[src/rtl/mdio_phy_slave.sv]
// MDIO Clause-22 PHY-side management peripheral.
// Decodes controller frames on MDIO_OUT/MDIO_OE, filters on the own PHY address and turns
// accepted accesses into single-cycle strobes towards a local register bank. Read data is
// serialised back on MDIO_IN with its own output enable.
module mdio_phy_slave #(
    parameter logic [4:0]  PHY_ADDR      = 5'd1,
    parameter int unsigned PREAMBLE_BITS = 0,
    parameter bit          BCAST_EN      = 1'b0,
    parameter bit          CHECK_TA      = 1'b1
) (
    input  logic        MDC,
    input  logic        RESET,
    input  logic        MDIO_OE,
    input  logic        MDIO_OUT,
    input  logic [15:0] RD_DATA,
    output logic [4:0]  ADDR,
    output logic [15:0] WR_DATA,
    output logic        WR_STB,
    output logic        RD_STB,
    output logic        MDIO_IN,
    output logic        MDIO_IN_OE,
    output logic        MDIO_DONE,
    output logic        FRAME_ERR
);

    localparam int unsigned PreW   = (PREAMBLE_BITS < 2) ? 1 : $clog2(PREAMBLE_BITS + 1);
    localparam logic [PreW-1:0] PreMax = PreW'(PREAMBLE_BITS);

    typedef enum logic [3:0] {
        StIdle,
        StStart,
        StOp,
        StPhyad,
        StRegad,
        StTaW,
        StWdata,
        StTaR,
        StRdata,
        StSkip
    } state_t;

    state_t          state;
    logic [4:0]      bit_cnt;  // index of the frame bit sampled at this edge
    logic [15:0]     shreg;
    logic [PreW-1:0] pre_cnt;
    logic            is_write;
    logic [4:0]      phyad;

    logic [15:0]     shift_in;
    logic            pre_ok;
    logic            addr_match;

    // Current sample appended to the shift register; preamble and address qualification.
    always_comb begin
        shift_in   = {shreg[14:0], MDIO_OUT};
        // Counter saturates at PreMax, so equality means "enough ones seen".
        pre_ok     = (pre_cnt == PreMax);
        addr_match = (phyad == PHY_ADDR) || (BCAST_EN && is_write && (phyad == 5'd0));
    end

    // Frame decoder: single registered FSM, all outputs registered.
    always_ff @(posedge MDC) begin
        if (RESET) begin
            state      <= StIdle;
            bit_cnt    <= 5'd0;
            shreg      <= 16'd0;
            pre_cnt    <= '0;
            is_write   <= 1'b0;
            phyad      <= 5'd0;
            ADDR       <= 5'd0;
            WR_DATA    <= 16'd0;
            WR_STB     <= 1'b0;
            RD_STB     <= 1'b0;
            MDIO_IN    <= 1'b0;
            MDIO_IN_OE <= 1'b0;
            MDIO_DONE  <= 1'b0;
            FRAME_ERR  <= 1'b0;
        end else begin
            WR_STB    <= 1'b0;
            RD_STB    <= 1'b0;
            MDIO_DONE <= 1'b0;
            FRAME_ERR <= 1'b0;
            // Wraps from 31 to 0; the read path uses the wrap to mark the release cycle.
            bit_cnt   <= bit_cnt + 5'd1;

            case (state)
                StIdle: begin
                    bit_cnt <= 5'd1;
                    if (MDIO_OE && MDIO_OUT) begin
                        if (!pre_ok) pre_cnt <= pre_cnt + PreW'(1);
                    end else if (MDIO_OE && pre_ok) begin
                        // This sample is ST bit 0.
                        pre_cnt <= '0;
                        state   <= StStart;
                    end else begin
                        pre_cnt <= '0;
                    end
                end

                StStart: begin
                    if (!MDIO_OE || !MDIO_OUT) begin
                        FRAME_ERR <= 1'b1;
                        state     <= StIdle;
                    end else begin
                        state <= StOp;
                    end
                end

                StOp: begin
                    if (!MDIO_OE) begin
                        FRAME_ERR <= 1'b1;
                        state     <= StIdle;
                    end else begin
                        shreg <= shift_in;
                        if (bit_cnt == 5'd3) begin
                            if (shift_in[1:0] == 2'b01) begin
                                is_write <= 1'b1;
                                state    <= StPhyad;
                            end else if (shift_in[1:0] == 2'b10) begin
                                is_write <= 1'b0;
                                state    <= StPhyad;
                            end else begin
                                FRAME_ERR <= 1'b1;
                                state     <= StIdle;
                            end
                        end
                    end
                end

                StPhyad: begin
                    if (!MDIO_OE) begin
                        FRAME_ERR <= 1'b1;
                        state     <= StIdle;
                    end else begin
                        shreg <= shift_in;
                        if (bit_cnt == 5'd8) begin
                            phyad <= shift_in[4:0];
                            state <= StRegad;
                        end
                    end
                end

                StRegad: begin
                    if (!MDIO_OE) begin
                        FRAME_ERR <= 1'b1;
                        state     <= StIdle;
                    end else begin
                        shreg <= shift_in;
                        if (bit_cnt == 5'd13) begin
                            ADDR <= shift_in[4:0];
                            if (!addr_match) begin
                                state <= StSkip;
                            end else if (is_write) begin
                                state <= StTaW;
                            end else begin
                                RD_STB <= 1'b1;
                                state  <= StTaR;
                            end
                        end
                    end
                end

                StTaW: begin
                    if (!MDIO_OE ||
                        (CHECK_TA && (bit_cnt == 5'd14) && !MDIO_OUT) ||
                        (CHECK_TA && (bit_cnt == 5'd15) && MDIO_OUT)) begin
                        FRAME_ERR <= 1'b1;
                        state     <= StIdle;
                    end else if (bit_cnt == 5'd15) begin
                        state <= StWdata;
                    end
                end

                StWdata: begin
                    if (!MDIO_OE) begin
                        FRAME_ERR <= 1'b1;
                        state     <= StIdle;
                    end else begin
                        shreg <= shift_in;
                        if (bit_cnt == 5'd31) begin
                            WR_DATA   <= shift_in;
                            WR_STB    <= 1'b1;
                            MDIO_DONE <= 1'b1;
                            state     <= StIdle;
                        end
                    end
                end

                StTaR: begin
                    // First TA bit is left undriven; second TA bit is driven low.
                    if (bit_cnt == 5'd15) begin
                        shreg      <= RD_DATA;
                        MDIO_IN_OE <= 1'b1;
                        MDIO_IN    <= 1'b0;
                        state      <= StRdata;
                    end
                end

                StRdata: begin
                    if (bit_cnt == 5'd0) begin
                        // Edge after the last data bit: release the line and finish.
                        MDIO_IN_OE <= 1'b0;
                        MDIO_IN    <= 1'b0;
                        MDIO_DONE  <= 1'b1;
                        state      <= StIdle;
                    end else begin
                        MDIO_IN <= shreg[15];
                        shreg   <= {shreg[14:0], 1'b0};
                    end
                end

                StSkip: begin
                    if (bit_cnt == 5'd31) state <= StIdle;
                end

                default: state <= StIdle;
            endcase
        end
    end

endmodule
[config.mk]
export PLATFORM = sky130hd
export DESIGN_NAME = mdio_phy_slave
export DESIGN_NICKNAME = d
export VERILOG_FILES = /design/src/rtl/mdio_phy_slave.sv
export SDC_FILE = /design/constraint.sdc
export NUM_CORES = 1
export LEC_CHECK = 0
export ABC_AREA = 1
export CELL_PAD_IN_SITES_DETAIL_PLACEMENT = 1
export CELL_PAD_IN_SITES_GLOBAL_PLACEMENT = 1
export CORE_MARGIN = 2
export CORE_UTILIZATION = 40
export DETAILED_ROUTE_END_ITERATION = 8
export PLACE_DENSITY_LB_ADDON = 0.25
export SLEW_MARGIN = 30
export SYNTH_ARGS = -nofsm -noshare
export SYNTH_HDL_FRONTEND = slang
export SYNTH_SLANG_ARGS = --single-unit
[constraint.sdc]
create_clock -name MDC -period 4.39 [get_ports MDC]
set_input_delay 0.439 -clock MDC [delete_from_list [all_inputs] [get_ports MDC]]
set_output_delay 0.439 -clock MDC [all_outputs]
set_load 0.02 [all_outputs]
Word-level counts from Yosys, hierarchy flattened

Index checks and enable logic that the tools add are counted.

Add/sub/neg operators: 2
Equal/unequal tests: 28
Muxes and demuxes: 48
Bitwise operators: 6
Reductions and logical operators: 27

Operator list:

| cell                                          | count |
|---|---|
| two-way mux 4 bit                             | 15 |
| two-way mux 16 bit                            | 3 |
| case mux 16 bit (3 select lines)              | 1 |
| case mux 4 bit (10 select lines)              | 1 |
| == test 5 x 4 -> 1 bit, second input constant | 4 |
| two-way mux 1 bit                             | 20 |
| == test 4 x 3 -> 1 bit, second input constant | 4 |
| != test 3 bit, second input constant          | 4 |
| AND reduction 3 bit                           | 4 |
| != test 2 bit, second input constant          | 5 |
| == test 4 x 2 -> 1 bit, second input constant | 2 |
| == test 4 bit, second input constant          | 2 |
| two-way mux 2 bit                             | 4 |
| AND reduction 4 bit                           | 2 |
| AND reduction 8 bit                           | 1 |
| NOT 1 bit                                     | 6 |
| case mux 1 bit (2 select lines)               | 3 |
| adder 5 x 1 -> 5 bit, second input constant   | 1 |
| == test 5 x 1 -> 1 bit, second input constant | 1 |
| == test 5 x 2 -> 1 bit, second input constant | 1 |
| == test 5 bit, second input constant          | 1 |
| zero test 5 bit                               | 1 |
| OR reduction 5 bit                            | 1 |
| == test 4 x 1 -> 1 bit, second input constant | 1 |
| other kinds (15)                              | 23 |

Flip-flop bits (word level): 59

Longest topological paths before layout

Word-level depth: 6
Depth in mapped cells: 13
Mapped depth without buffers: 13

Worst setup path before layout

Ideal clock, no wire load.

Kind: flip-flop to flip-flop
From: register bit_cnt[0]
To: register WR_DATA[10]
Library setup time: 70 ps
Arrival: 1646 ps
Data required time: 4320 ps
Slack: 2674 ps
Stages on the path, launching flop included: 9
Buffers on the path: 2
Period minus slack after synthesis: 1716 ps
Cells stage by stage: dfxtp_1 -> ha_1 -> nand2_1 -> nor2_1 -> ha_1 -> clkbuf_1 -> clkbuf_1 -> nand3_1 -> a21oi_1

Word-level cells in the longest chain between the ends: 2

Ends and longest elaborated chain:

| what                                 | line | source |
|---|---|---|
| start, declared                      | 43   | `logic [4:0] bit_cnt;` |
| start signal, assigned               | 84   | `bit_cnt <= bit_cnt + 5'd1;` |
| == test 5 bit                        | 180  | `if (bit_cnt == 5'd31) begin` |
| AND reduction 3 bit (no source line) | -    |  |
| end signal, assigned                 | 181  | `WR_DATA <= shift_in;` |
| end, declared                        | 17   | `output logic [15:0] WR_DATA,` |

No other way between the ends.
A chain may end at the register's enable or synchronous reset.

Worst setup path after layout

From: register state[0]
To: register shreg[7]

Word-level cells in the longest chain between the ends: 4
Elaborated cells between the ends (all ways): 13
Those cells by class: eq/ne (9); mux (1); reduce/logical (3)

Ends and longest elaborated chain:

| what                                                                          | line | source |
|---|---|---|
| start, declared                                                               | 42   | `state_t state;` |
| start signal, assigned                                                        | 64   | `state <= StIdle;` |
| start signal, assigned                                                        | 94   | `state <= StStart;` |
| start signal, assigned                                                        | 103  | `state <= StIdle;` |
| == test 4 x 3 -> 1 bit or == test 4 x 2 -> 1 bit (tied branches)              | 86   | `case (state)` |
| OR reduction 4 bit (no source line)                                           | -    |  |
| != test 2 x 1 -> 1 bit (no source line) or nonzero test 3 bit (tied branches) | -    |  |
| AND reduction 4 bit (no source line)                                          | -    |  |
| end signal, assigned                                                          | 114  | `shreg <= shift_in;` |
| end signal, assigned                                                          | 135  | `shreg <= shift_in;` |
| end signal, assigned                                                          | 148  | `shreg <= shift_in;` |
| end, declared                                                                 | 44   | `logic [15:0] shreg;` |

Parallel ways exist; a longest one is shown, timed or not.

==> run metrics <==
Mapped Area=2810 µm²; yosys warns=0; sequential area share after synthesis=41.4%; I/O Pins=47; Post-synth EDFFs=0; detailed-route DRC error count=0; Final Critical Period=2490 ps; ys async rst share=0%; Worst Hold Class=flop to flop; Setup TNS Final=0 ps; P_leak=1.48 nW; top_reg_cell synth=dfxtp_1; Critical-path top delay cell=nor2_4; fin crit share=56.8%; row count=30; Worst Skew=10.9 ps; core area=6790 µm²; WHS=449 ps; GRT Util Overall=22.9%; TritonRoute pass-1 iters=4; total power=1.65 mW; Final ANT Viol Nets=0; DR iter-0 viols=79; Nets=491; vias per inst=5.03; CTS resizes=0; critical-path maximum fanout=36; Slew Viols, Final=0; final WL=8400 µm; CP most frequent cell=nor2_1; largest net degree at the start of global routing=37; CP cell instances=nand2_2 > nor2_4 > nor2_2 > nand2_1 > nand3_2 > nor2_1 > nor2_1; Critical path origin=state[0]$_SDFFE_PP0P_; routability cong.=0.927; Critical Path End Type=flop; Cell Pwr Density=474 nW/µm²; CP startpoint kind=flop; register area=1160 µm²; final hold viol count=0; initial core utilization=41.3%; share of post-route cells with drive strength above 1=6.61%; filler cell count=923; Clock Sinks=58; hpwl dp=5820 µm; routed length per instance=14.9 µm; hold path startpoint=phyad[0]$_SDFFE_PP0P_; fmax=0.401 GHz; via count=2844; post-synth net total=448; CP Data Required Time=4610 ps; global-route wire length before repair=13600 µm; post-CTS setup buffer count=0; max incr delay on CP=610 ps; Worst EP arrival=2720 ps; Die X-Extent=87.8 µm; worst slew pin tran=820 ps; Area Overhead vs Synth=24.3%; Setup CP Type=flop to flop; MaxCap Viol Count=0; RSZ-0062 raised after global routing=false; die area=7700 µm²; synthesized flop and latch total=58; synthesized netlist cell count=421; GR Overflow Total=0; clk buf depth=2; worst skew pair latency=350 ps; CTS tree=done; vias in the first global route=2866; Worst-path clk slew=70 ps; initial antenna violation count=0; syn avg cell area=6.67 µm²; Worst R2R Start=state[0]$_SDFFE_PP0P_; Slew Limit Headroom=45.4%; cts bufs inserted=9; CTS Root Cell=clkbuf_8; Netlist cell types=27; Hold-fix buffers, CTS=0; area of the multi-input gates=1370 µm²; Die Ht=87.8 µm; worst IR drop on VDD=211 µV; status=finished clean; Final setup viols=0; htree depth=3; Port Buffers=46; Antenna Cells=0
[synth_stat cells (2+ instances only)]
master	instances	area, µm²
o21ai_0	29	145
nand2_2	2	12.5
clkbuf_1	8	30.0
nor2_1	67	251
nor3_1	3	15.0
buf_2	5	25.0
o21ai_1	2	10.0
inv_1	47	176
a21oi_1	34	170
dfxtp_1	58	1160
nand3b_1	2	15.0
nand4_1	3	18.8
inv_2	2	7.51
nor2_2	6	37.5
buf_6	3	33.8
nand3_1	31	155
ha_1	7	87.6
nand2_1	103	387
[critical path: cells and delay by family, from the launching register on]
| family | cells | cell delay [ps] |
|---|---|---|
| AND/OR/NAND/NOR | 7 | 1840 |
| flip-flops | 1 | 490 |
[registers in the layout (all words and copies together) (netlist names)]
signal	flops
WR_DATA	16
shreg	16
ADDR	5
bit_cnt	5
phyad	5
state	4
FRAME_ERR	1
MDIO_DONE	1
MDIO_IN	1
MDIO_IN_OE	1
RD_STB	1
WR_STB	1
is_write	1
[kinds of logic after synthesis]
logic type	after synthesis	synth area share, %
buf+inv	66	9.85
flops	58	41.4
simple gates	222	33.3
fa+ha+maj	7	3.12
compound gates	68	12.4
[cell type report]
cell class / instances / share of cell area (%)
Clock buffer: 11 / 4.05
Clock inverter: 5 / 0.861
Inverter: 49 / 5.27
Multi-Input combinational cell: 297 / 39.2
Sequential cell: 58 / 33.3
Tap cell: 96 / 3.44
Timing Repair Buffer: 49 / 13.8
[where the power goes]
part	internal, mW	leakage [nW]	switching [mW]
clock network	0.217	0.0851	0.229
logic	0.184	0.923	0.380
registers	0.591	0.471	0.0513
total	0.992	1.48	0.660
[cell usage in the layout (no fill, tap or decap), types with 3 or more instances in the layout]
master	Yosys	final
a21oi_1	34	34
buf_4	0	3
clkbuf_8	0	10
clkdlybuf4s50_1	0	46
clkinv_2	0	3
dfxtp_1	58	58
ha_1	7	7
inv_1	47	47
nand2_1	103	103
nand3_1	31	31
nand4_1	3	3
nor2_1	67	67
nor2_2	6	6
nor3_1	3	3
o21ai_0	29	29
[path summary, 6_finish.rpt]
check | endpoint | slack, ps | cells past startpoint
worst min-delay path | phyad[0]$_SDFFE_PP0P_ | 450 | 2
worst min register to register | phyad[0]$_SDFFE_PP0P_ | 450 | 2
worst max-delay path | shreg[7]$_SDFFE_PP0P_ | 1900 | 7
worst max register to register | shreg[7]$_SDFFE_PP0P_ | 1900 | 7
[metal layers]
| layer | vias to the layer above | track usage [%] | wire, µm |
|---|---|---|---|
| met5 | - | 0 | 0 |
| met4 | 0 | 7.69 | 116 |
| met3 | 11 | 4.15 | 288 |
| met2 | 53 | 39.2 | 4050 |
| met1 | 1367 | 29.1 | 3940 |
| li1 | 1413 | - | - |
[through the flow]
| step | utilization, % | area, µm² | cells | worst slack (ps) |
|---|---|---|---|---|
| 2_1_floorplan | - | 2810 | 421 | 2670 |
| 3_3_place_gp | 48.8 | 3320 | 549 | 2000 |
| 3_5_place_dp | 48.8 | 3320 | 549 | 1960 |
| 4_1_cts | 51.3 | 3490 | 565 | 1940 |
| 5_1_grt | 51.3 | 3490 | 565 | 1640 |
| 6_report | 51.3 | 3490 | 565 | 1900 |
(Power assumes the default switching activity.)
